--- config.mk ---
export PLATFORM = sky130hd
export DESIGN_NAME = forward_unit
export DESIGN_NICKNAME = d
export VERILOG_FILES = /design/src/rtl/fwd_pkg.sv /design/src/rtl/forward_unit_hazard_cmp.sv /design/src/rtl/forward_unit.sv
export SDC_FILE = /design/constraint.sdc
export NUM_CORES = 1
export LEC_CHECK = 0
export CORE_MARGIN = 4
export CORE_UTILIZATION = 35
export CTS_BUF_LIST = sky130_fd_sc_hd__clkbuf_2
export DETAILED_ROUTE_END_ITERATION = 8
export SETUP_SLACK_MARGIN = 0.1
export SLEW_MARGIN = 10
export SYNTH_ARGS = -nofsm -noshare
export SYNTH_HDL_FRONTEND = slang
export SYNTH_SLANG_ARGS = --single-unit
--- constraint.sdc ---
create_clock -name clk -period 3.62 [get_ports clk]
set_input_delay 0.905 -clock clk [delete_from_list [all_inputs] [get_ports clk]]
set_output_delay 0.905 -clock clk [all_outputs]
set_load 0.005 [all_outputs]
--- src/rtl/fwd_pkg.sv ---
// Shared definitions for the ID-stage forwarding / load-use stall unit.
package fwd_pkg;

  // Register-number width carried in the shadow tags.
  localparam int FWD_AW = 5;

  // ALU operand-source selector decoded in ID.
  localparam logic [1:0] ALU_R    = 2'b00;
  localparam logic [1:0] ALU_I    = 2'b01;
  localparam logic [1:0] ALU_SH   = 2'b11;
  localparam logic [1:0] ALU_NONE = 2'b10;

  // Bypass codes for the EX operand mux: bit1 = op1 path, bit0 = op2 path,
  // bit2 = source is WB (set) or EX/MEM (clear).
  localparam logic [2:0] BP_NONE  = 3'b000;
  localparam logic [2:0] BP_A_MEM = 3'b010;
  localparam logic [2:0] BP_A_WB  = 3'b110;
  localparam logic [2:0] BP_B_MEM = 3'b001;
  localparam logic [2:0] BP_B_WB  = 3'b101;

  // Destination tag of an in-flight instruction.
  typedef struct packed {
    logic [FWD_AW-1:0] dst;
    logic              we;
    logic              load;
  } fwd_tag_t;

  localparam fwd_tag_t TAG_EMPTY = '{dst: '0, we: 1'b0, load: 1'b0};

endpackage

--- src/rtl/forward_unit_hazard_cmp.sv ---
// Compares one decoding source register against the EX-entry (E) and
// MEM-entry (M) shadow tags. Register 0 never matches.
module hazard_cmp
  import fwd_pkg::*;
(
  input  logic [FWD_AW-1:0] src,
  input  logic              used,
  input  fwd_tag_t          e,
  input  fwd_tag_t          m,
  output logic              hit_e,
  output logic              hit_m,
  output logic              hit_load
);

  logic src_live;

  assign src_live = used && (src != {FWD_AW{1'b0}});
  assign hit_e    = src_live && e.we && (e.dst == src);
  assign hit_m    = src_live && m.we && (m.dst == src);
  assign hit_load = hit_e && e.load;

endmodule

--- src/rtl/forward_unit.sv ---
// ID-stage forwarding unit: produces the registered bypass code for the EX
// operand mux and the combinational load-use / dual-forward stall.
module forward_unit
  import fwd_pkg::*;
#(
  parameter int REG_AW = FWD_AW,
  parameter int CNT_W  = 16
) (
  input  logic              clk,
  input  logic              rst_n,
  input  logic              pipe_en,
  input  logic              flush,
  input  logic              id_valid,
  input  logic [1:0]        id_alu_src,
  input  logic [REG_AW-1:0] id_rs,
  input  logic [REG_AW-1:0] id_rt,
  input  logic [REG_AW-1:0] id_dst,
  input  logic              id_we,
  input  logic              id_mem_read,
  output logic [2:0]        bypass_ex,
  output logic              stall_id,
  output logic [CNT_W-1:0]  stall_cnt
);

  fwd_tag_t e_tag;
  fwd_tag_t m_tag;

  logic use_rs;
  logic use_rt;
  logic rs_hit_e, rs_hit_m, rs_hit_load;
  logic rt_hit_e, rt_hit_m, rt_hit_load;
  logic load_use;
  logic dual;
  logic [2:0] code;
  logic bubble;

  // Shift instructions read rt only; it travels on the op1 path but keeps
  // the op2 code so the EX mux knows which register file port it replaces.
  assign use_rs = (id_alu_src == ALU_R) || (id_alu_src == ALU_I);
  assign use_rt = (id_alu_src == ALU_R) || (id_alu_src == ALU_SH);

  hazard_cmp u_rs_cmp (
    .src      (id_rs),
    .used     (use_rs),
    .e        (e_tag),
    .m        (m_tag),
    .hit_e    (rs_hit_e),
    .hit_m    (rs_hit_m),
    .hit_load (rs_hit_load)
  );

  hazard_cmp u_rt_cmp (
    .src      (id_rt),
    .used     (use_rt),
    .e        (e_tag),
    .m        (m_tag),
    .hit_e    (rt_hit_e),
    .hit_m    (rt_hit_m),
    .hit_load (rt_hit_load)
  );

  // Hazard detection and bypass-code selection (E wins over M per operand).
  always_comb begin
    load_use = rs_hit_load || rt_hit_load;
    dual     = (id_alu_src == ALU_R) &&
               (rs_hit_e || rs_hit_m) && (rt_hit_e || rt_hit_m);
    if (id_valid && !flush) begin
      stall_id = load_use || dual;
    end else begin
      stall_id = 1'b0;
    end
    if (rs_hit_e) begin
      code = BP_A_MEM;
    end else if (rs_hit_m) begin
      code = BP_A_WB;
    end else if (rt_hit_e) begin
      code = BP_B_MEM;
    end else if (rt_hit_m) begin
      code = BP_B_WB;
    end else begin
      code = BP_NONE;
    end
    bubble = stall_id || flush || !id_valid;
  end

  // Shadow tags and the registered bypass code advance with the pipeline.
  always_ff @(posedge clk) begin
    if (!rst_n) begin
      e_tag     <= TAG_EMPTY;
      m_tag     <= TAG_EMPTY;
      bypass_ex <= BP_NONE;
    end else if (pipe_en) begin
      m_tag <= e_tag;
      if (bubble) begin
        e_tag     <= TAG_EMPTY;
        bypass_ex <= BP_NONE;
      end else begin
        e_tag     <= '{dst: id_dst, we: id_we, load: id_mem_read};
        bypass_ex <= code;
      end
    end
  end

  // Saturating count of cycles the pipeline actually spent stalled.
  always_ff @(posedge clk) begin
    if (!rst_n) begin
      stall_cnt <= {CNT_W{1'b0}};
    end else if (pipe_en && stall_id && (stall_cnt != {CNT_W{1'b1}})) begin
      stall_cnt <= stall_cnt + CNT_W'(1);
    end
  end

endmodule
== Word-level counts from Yosys, hierarchy flattened ==
Index checks and enable logic that the tools add are counted.
Operators by class
  reductions and logical operators: 30
  $add $sub $neg: 1
  eq/ne operators: 7
  multiplexer cells: 7
Operators with widths (number)
  5-bit equality test: 4
  1-bit logical AND: 17
  16-bit by 1-bit adder with 16-bit output, second input constant: 1
  16-bit inequality test, second input constant: 1
  3-bit 2-to-1 mux: 5
  5-bit nonzero test: 2
  1-bit logical OR: 8
  7-bit 2-to-1 mux: 1
  2-bit by 1-bit equality test with 1-bit output, second input constant: 1
  2-bit equality test, second input constant: 1
  1-bit zero test: 2
  2-bit zero test: 1
  1-bit 2-to-1 mux: 1
Word-level totals
  register bits after elaboration: 32
  input port bits: 24
  word-level logic and storage cells: 52

== Longest topological paths before layout ==
Gate-level depths: netlist of run 1.
  depth in word-level cells: 13
  depth in mapped cells: 8
  depth with buffers taken out: 7

== Hierarchy ==
A second synthesis of run 1 with hierarchy kept.
Unflattened totals
  cells, all modules: 223
  area total of the unflattened synthesis: 1923.1 sq um
Modules (own cells, without submodules)
  forward_unit: instances 1, area each 1610.3 sq um, seq. area each 660.6 sq um, cells an instance 181
  hazard_cmp: instances 2, area each 156.4 sq um, seq. area each 0.0 sq um, cells an instance 21

== Worst setup path after synthesis of run 1 ==
No wires, ideal clock.
  kind: in2out
  from: input port id_alu_src[0]
  to: output port stall_id
  path buffers: 1
  setup slack: 579 ps
  stages: 7
  arrival time: 2136 ps
  path through: inv_1 > ha_1 > a21oi_1 > and3_1 > o221ai_4 > buf_6 > a21oi_1
On the way
  word-level cells in the longest chain between the ends: 10
  elaborated cells between the ends (all ways): 24
RTL lines
  start: declaration: RTL line forward_unit.sv:14  | input logic [1:0] id_alu_src,
  2-bit by 1-bit equality test with 1-bit output / 2-bit zero test (equally long branches): RTL line forward_unit.sv:39, forward_unit.sv:40, forward_unit.sv:65
  1-bit logical OR: RTL line forward_unit.sv:39  | assign use_rs = (id_alu_src == ALU_R) || (id_alu_src == ALU_I);
  1-bit logical AND: RTL line forward_unit_hazard_cmp.sv:17  | assign src_live = used && (src != {FWD_AW{1'b0}});
  1-bit logical AND (on tied branches) (2 in a row): RTL line forward_unit_hazard_cmp.sv:18, forward_unit_hazard_cmp.sv:19
  1-bit logical OR: RTL line forward_unit.sv:66  | (rs_hit_e || rs_hit_m) && (rt_hit_e || rt_hit_m);
  1-bit logical AND: RTL line forward_unit.sv:65  | dual = (id_alu_src == ALU_R) &&
  1-bit logical AND: RTL line forward_unit.sv:66
  1-bit logical OR *: RTL line forward_unit.sv:68  | stall_id = load_use || dual;
  1-bit 2-to-1 mux *: RTL line forward_unit.sv:67  | if (id_valid && !flush) begin
  end: declaration: RTL line forward_unit.sv:21  | output logic stall_id,
Mark *: on every way between the ends. The rest lies on a longest branch, timed or not.

== Worst setup path in the final report of run 1 ==
Ends and elaborated chain as after synthesis.

==> metrics, run 1 <==
count leader, synth=nand2_1; Worst R2R Start=m_tag[5]; Worst-path clk slew=0.16 ns; Setup Total Neg Slack=0 ns; first-pass GRT wire length=8.707 mm; hold path start=bypass_ex[0]; Ports=44; worst vdd ir=0.0001160 V; estimated wirelength of the detail-placed design=3.663 mm; crit path max fanout=3; Post-synth top flop=dfxtp_1; Slew Limit Fails=0; Root Driver=clkbuf_2; EDFF count, synth=0; placed instance area=0.002611 mm^2; Inst Count DP=352; Total Nets Final=320; CTS max path bufs=2; Tmin final=3.406 ns; Hold Fails Final Rpt=0; # port buffers=43; worst-margin pin slew=0.6330 ns; CP arrival=2.50 ns; initial core utilization=36.41%; max-cap violation count=0; Yosys top cell by area=dfxtp_1; final instance area=0.002740 mm^2; antenna violations before repair=0; status=complete, no violations; ANT cells=0; startpoint type of the worst setup path=input port; synthesized area per cell=8.710 um^2; Remaining DRCs=0; normalized max-slew margin=57.80%; Syn-to-layout area delta=35.02%; Setup WS post-layout=0.2143 ns; FFs w/ async S/R, synth=0%; routability cong.=0.8707; CP startpoint=id_alu_src[0]; Warnings, synthesis=0; CORE AREA=0.005574 mm^2; routed wire length=5.084 mm; Layout Cells excl Fill=365; via count=1862; Worst setup EP type=output port; Pwr Density=228.6 mW/mm^2; leakage=1.017 nW; R2R setup slack=1.44 ns; TritonCTS Sinks=32; DIE WIDTH=84.15 um; RSZ-0062 raised after global routing=no; synth top area cells=dfxtp_1, mux2i_1, nand2_1; WS Path Type=input port to output port; number of global-route vias before repair=1819; clk_lat worst skew=0.38 ns; Die ar.=0.007080 mm^2; sequential fraction of the synthesis area=31.57%; fraction of layout cells with a size suffix above 1=18.09%; CTS tree=done; worst slack, placed=-0.3641 ns; Post-synth top cells=nand2_1, dfxtp_1, mux2i_1; Via density=5.101; DRT Pass-1 Iters=4; htree depth=2; period utilization=94.08%; grt total ovfl=0; DR WL/cell=13.93 um; Synth Register Bits=32; Worst Hold Class=register to register; Critical Path RT=2.71 ns; antenna viol nets, final=0; Die H=84.15 um; hold buffer count at CTS=0; filler instances=572; Synth Instances=233; largest net degree at the start of global routing=48; CTS Buf Count=5; Mapped Area=0.002029 mm^2; Syn Nets=260; Fin Clk Skew=0.02156 ns; post-synth top area share=31.57%; num rows=27; Overall Global Routing Usage=15.08%; Max Clock Freq=293.6 MHz; Initial DRC Count=65; endpoints failing setup=0; Netlist cell types=44
-- final cells by class --
cell class	count	area, um^2	share of cell area (%)
Multi-Input combinational cell	182	1356	49.50
Sequential cell	32	640.6	23.38
Timing Repair Buffer	65	591.8	21.60
Tap cell	72	90.09	3.288
Clock buffer	6	30.03	1.096
Inverter	7	26.28	0.9589
Clock inverter	1	5.005	0.1826
-- cells by family after synthesis --
family | count (synthesis) | share of synthesized area [%]
flops | 32 | 31.57
buf+inv | 19 | 4.192
simple gates | 97 | 25.09
xor+xnor | 20 | 8.631
compound gates | 42 | 18.80
mux | 20 | 9.864
fa+ha+maj | 3 | 1.850
-- registers in the layout, indices dropped and copies added (netlist names) --
signal	cells
bypass_ex	3
m_tag	6
stall_cnt	16
e_tag	7
-- cells in the final DEF, fill, tap and decap left out, drive strengths merged, types with 7 or more instances in the layout --
master,instances
clkdlybuf4s50,37
buf,23
nand2,37
nor2,11
nand3,7
mux2i,20
o21ai,11
xor2,14
dfxtp,32
a211oi,11
nand2b,14
nand3b,8
and3,7
-- through the flow --
stage | power, mW | utilization [%] | hold WS (ns)
floorplan | 0.4099 | - | 0.4620
global placement | 0.4601 | 46.85 | 0.4597
detailed placement | 0.4604 | 46.85 | 0.4676
CTS | 0.6297 | 48.28 | 0.4884
global route | 0.6615 | 49.16 | 0.5012
finish | 0.6264 | 49.16 | 0.4796
-- routing by layer --
layer  up-vias  share of wire, %  track usage (%)
li1        944                 -                -
met1       870                50            20.42
met2        41                44            23.31
met3         7               4.3            4.024
met4         0               1.3            4.825
met5         -                 0                0
-- critical path, stage by stage --
cell and delay, ns:
clkdlybuf4s50_1 0.48, inv_1 0.05, ha_1 0.29, a21oi_2 0.17
and3_4 0.23, o221ai_4 0.10, a21oi_2 0.15, buf_2 0.12
-- report_power, final --
| part | internal (mW) | total (mW) | leakage (nW) | switching (mW) |
|---|---|---|---|---|
| clock network | 0.0460 | 0.168 | 0.0288 | 0.122 |
| registers | 0.355 | 0.359 | 0.258 | 0.00378 |
| logic | 0.0520 | 0.0993 | 0.730 | 0.0473 |
-- final timing paths --
kind | to | depth (start not counted)
setup / recovery | stall_id | 8
hold / removal | bypass_ex[0] | 2
setup reg to reg | stall_cnt[15] | 7
hold reg to reg | bypass_ex[0] | 2
-- timing repair --
item / CTS / global route
buffers inserted: 3 / 3
setup endpoints to repair: 1 / 1
gates resized for setup: 12 / 7
pin swaps: 9 / 8
(Power assumes the default switching activity.)
==> run 2: changes to the inputs <==
--- a/config.mk
+++ b/config.mk
@@ -5,7 +5,7 @@
 export SDC_FILE = /design/constraint.sdc
 export NUM_CORES = 1
 export LEC_CHECK = 0
-export CORE_MARGIN = 4
+export CORE_MARGIN = 2
 export CORE_UTILIZATION = 35
 export CTS_BUF_LIST = sky130_fd_sc_hd__clkbuf_2
 export DETAILED_ROUTE_END_ITERATION = 8
==> run 2 against run 1 <==
  * Non-clock buffer count down 7
  * Critical endpoint unchanged
  * Clock-buffer cell count down 1
  * Sequential power about the same
  * Combinational power down 6.0%
  * Sequential cell count unchanged
  * Die area down 9.3%
  * Register-to-register slack worse by 0.08 ns
  * Cell area down 2.1%
==> metrics, run 2 (synthesis results as in run 1) <==
Worst R2R Start=e_tag[4]; WS Path Type=input port to output port; htree depth=2 (unchanged); # port buffers=43 (unchanged); Tmin final=3.416 ns (+0.01076 ns); final instance area=0.002681 mm^2 (-2.1%); worst-margin pin slew=0.6452 ns (+0.01221 ns); Via density=5.056 (-0.90%); num rows=27 (unchanged); Die ar.=0.006423 mm^2 (-9.3%); routed wire length=4.870 mm (-4.2%); Remaining DRCs=0 (unchanged); biggest regs=stall_cnt: 16 flops, e_tag: 7 flops, m_tag: 6 flops; via count=1815 (-2.5%); most frequent cells in the layout=clkdlybuf4s50_1, nand2_1, dfxtp_1; first-pass GRT wire length=8.390 mm (-3.6%); Syn-to-layout area delta=32.12%; startpoint type of the worst setup path=input port; CP arrival=2.51 ns (about the same); number of global-route vias before repair=1782 (-2.0%); hold path start=bypass_ex[0]; DIE WIDTH=80.15 um (-4.8%); Die H=80.15 um (-4.8%); Largest Register=stall_cnt; Worst Hold Class=register to register; period utilization=94.38% (+0.30 points); Overall Global Routing Usage=16.70% (+1.6 points); ANT cells=0 (unchanged); CTS tree=done; Root Driver=clkbuf_2; CTS max path bufs=2 (unchanged); Pwr Density=256.8 mW/mm^2 (+12%); antenna violations before repair=0 (unchanged); CP startpoint=id_rt[3]; worst vdd ir=0.0001970 V (+70%); largest net degree at the start of global routing=48 (unchanged); Worst setup EP type=output port; Initial DRC Count=86 (+32%); status=complete, no violations; max-cap violation count=0 (unchanged); placed instance area=0.002596 mm^2 (-0.57%); Final Power=0.6886 mW (+9.9%); estimated wirelength of the detail-placed design=3.535 mm (-3.5%); Slew Limit Fails=0 (unchanged); crit path max fanout=2 (-1); Worst-path clk slew=0.18 ns (+0.02 ns); leakage=0.9842 nW (-3.2%); TritonCTS Sinks=32 (unchanged); antenna viol nets, final=0 (unchanged); Total Nets Final=313 (-2.2%); grt total ovfl=0 (unchanged); DRT Pass-1 Iters=4 (unchanged); hold buffer count at CTS=0 (unchanged); number of flip-flops in the largest register=16 (unchanged); Hold Fails Final Rpt=0 (unchanged); routability cong.=0.7922 (-9.0%); Fin Clk Skew=0.01503 ns (-0.006537 ns); CORE AREA=0.005540 mm^2 (-0.61%); most common cell after layout, fill and taps aside=clkdlybuf4s50_1; RSZ-0062 raised after global routing=no; Critical Path RT=2.71 ns (about the same); fraction of layout cells with a size suffix above 1=14.63% (-3.5 points); Max Clock Freq=292.7 MHz (-0.32%); initial core utilization=36.63% (+0.22 points); clk_lat worst skew=0.38 ns (about the same); Ports=44 (unchanged); DR WL/cell=13.57 um (-2.6%); endpoints failing setup=0 (unchanged); CTS Buf Count=5 (unchanged); normalized max-slew margin=56.98% (-0.81 points)
## run 2: area by class of cell
cell class / count / area (um^2)
Multi-Input combinational cell: 182 / 1329
Clock inverter: 3 / 37.54
Inverter: 7 / 26.28
Sequential cell: 32 / 640.6
Clock buffer: 5 / 25.02
Timing Repair Buffer: 58 / 533.0
Tap cell: 72 / 90.09
Fill cell: 576 / 2859
## run 2: final timing paths
check / to / slack, ns / cells after the start
setup / recovery: stall_id / 0.20 / 7
hold / removal: bypass_ex[0] / 0.48 / 2
setup reg to reg: stall_cnt[15] / 1.36 / 8
hold reg to reg: bypass_ex[0] / 0.48 / 2
## run 2: worst max-delay path, stage by stage
cell             delay [ns]
clkdlybuf4s50_1        0.44
xor2_1                 0.17
nor4_2                 0.32
and3_1                 0.28
o221ai_4               0.12
a21oi_2                0.15
buf_2                  0.13
## run 2: timing repair
| item | 4_1_cts | 5_1_grt |
|---|---|---|
| endpoints found under the setup margin | 1 | 1 |
| gates resized for setup | 12 | 1 |
| buffers inserted | 1 | 0 |
| pin swaps | 8 | 1 |
## run 2: power breakdown
group	internal (mW)	switching, mW
clock	0.113	0.124
combinational	0.0487	0.0447
sequential	0.355	0.00367
total	0.517	0.172
## run 2: through the flow
step | instances | hold slack, ns | worst slack, ns | setup TNS [ns] | util, %
2_1_floorplan | 233 | 0.4620 | 0.5787 | 0 | -
3_3_place_gp | 350 | 0.4609 | -0.3914 | -0.3914 | 46.86
3_5_place_dp | 350 | 0.4611 | -0.3866 | -0.3866 | 46.86
4_1_cts | 359 | 0.4822 | 0.1827 | 0 | 48.28
5_1_grt | 359 | 0.5226 | 0.1012 | 0 | 48.40
6_report | 359 | 0.4787 | 0.2035 | 0 | 48.40
## run 2: metal layers
layer	up-vias	GRT usage (%)	wire (um)
li1	924	-	-
met1	850	21.49	2373
met2	36	26.50	2217
met3	5	4.270	214
met4	0	6.780	65
met5	-	0	0
==> run 3: changes to the inputs <==
--- a/config.mk
+++ b/config.mk
@@ -10,7 +10,8 @@
 export CTS_BUF_LIST = sky130_fd_sc_hd__clkbuf_2
 export DETAILED_ROUTE_END_ITERATION = 8
 export SETUP_SLACK_MARGIN = 0.1
-export SLEW_MARGIN = 10
+export SKIP_LAST_GASP = 1
+export SLEW_MARGIN = 5
 export SYNTH_ARGS = -nofsm -noshare
 export SYNTH_HDL_FRONTEND = slang
 export SYNTH_SLANG_ARGS = --single-unit
==> results of run 3 <==
Same layout as run 2: the final DEF is identical, and so are final timing and power.
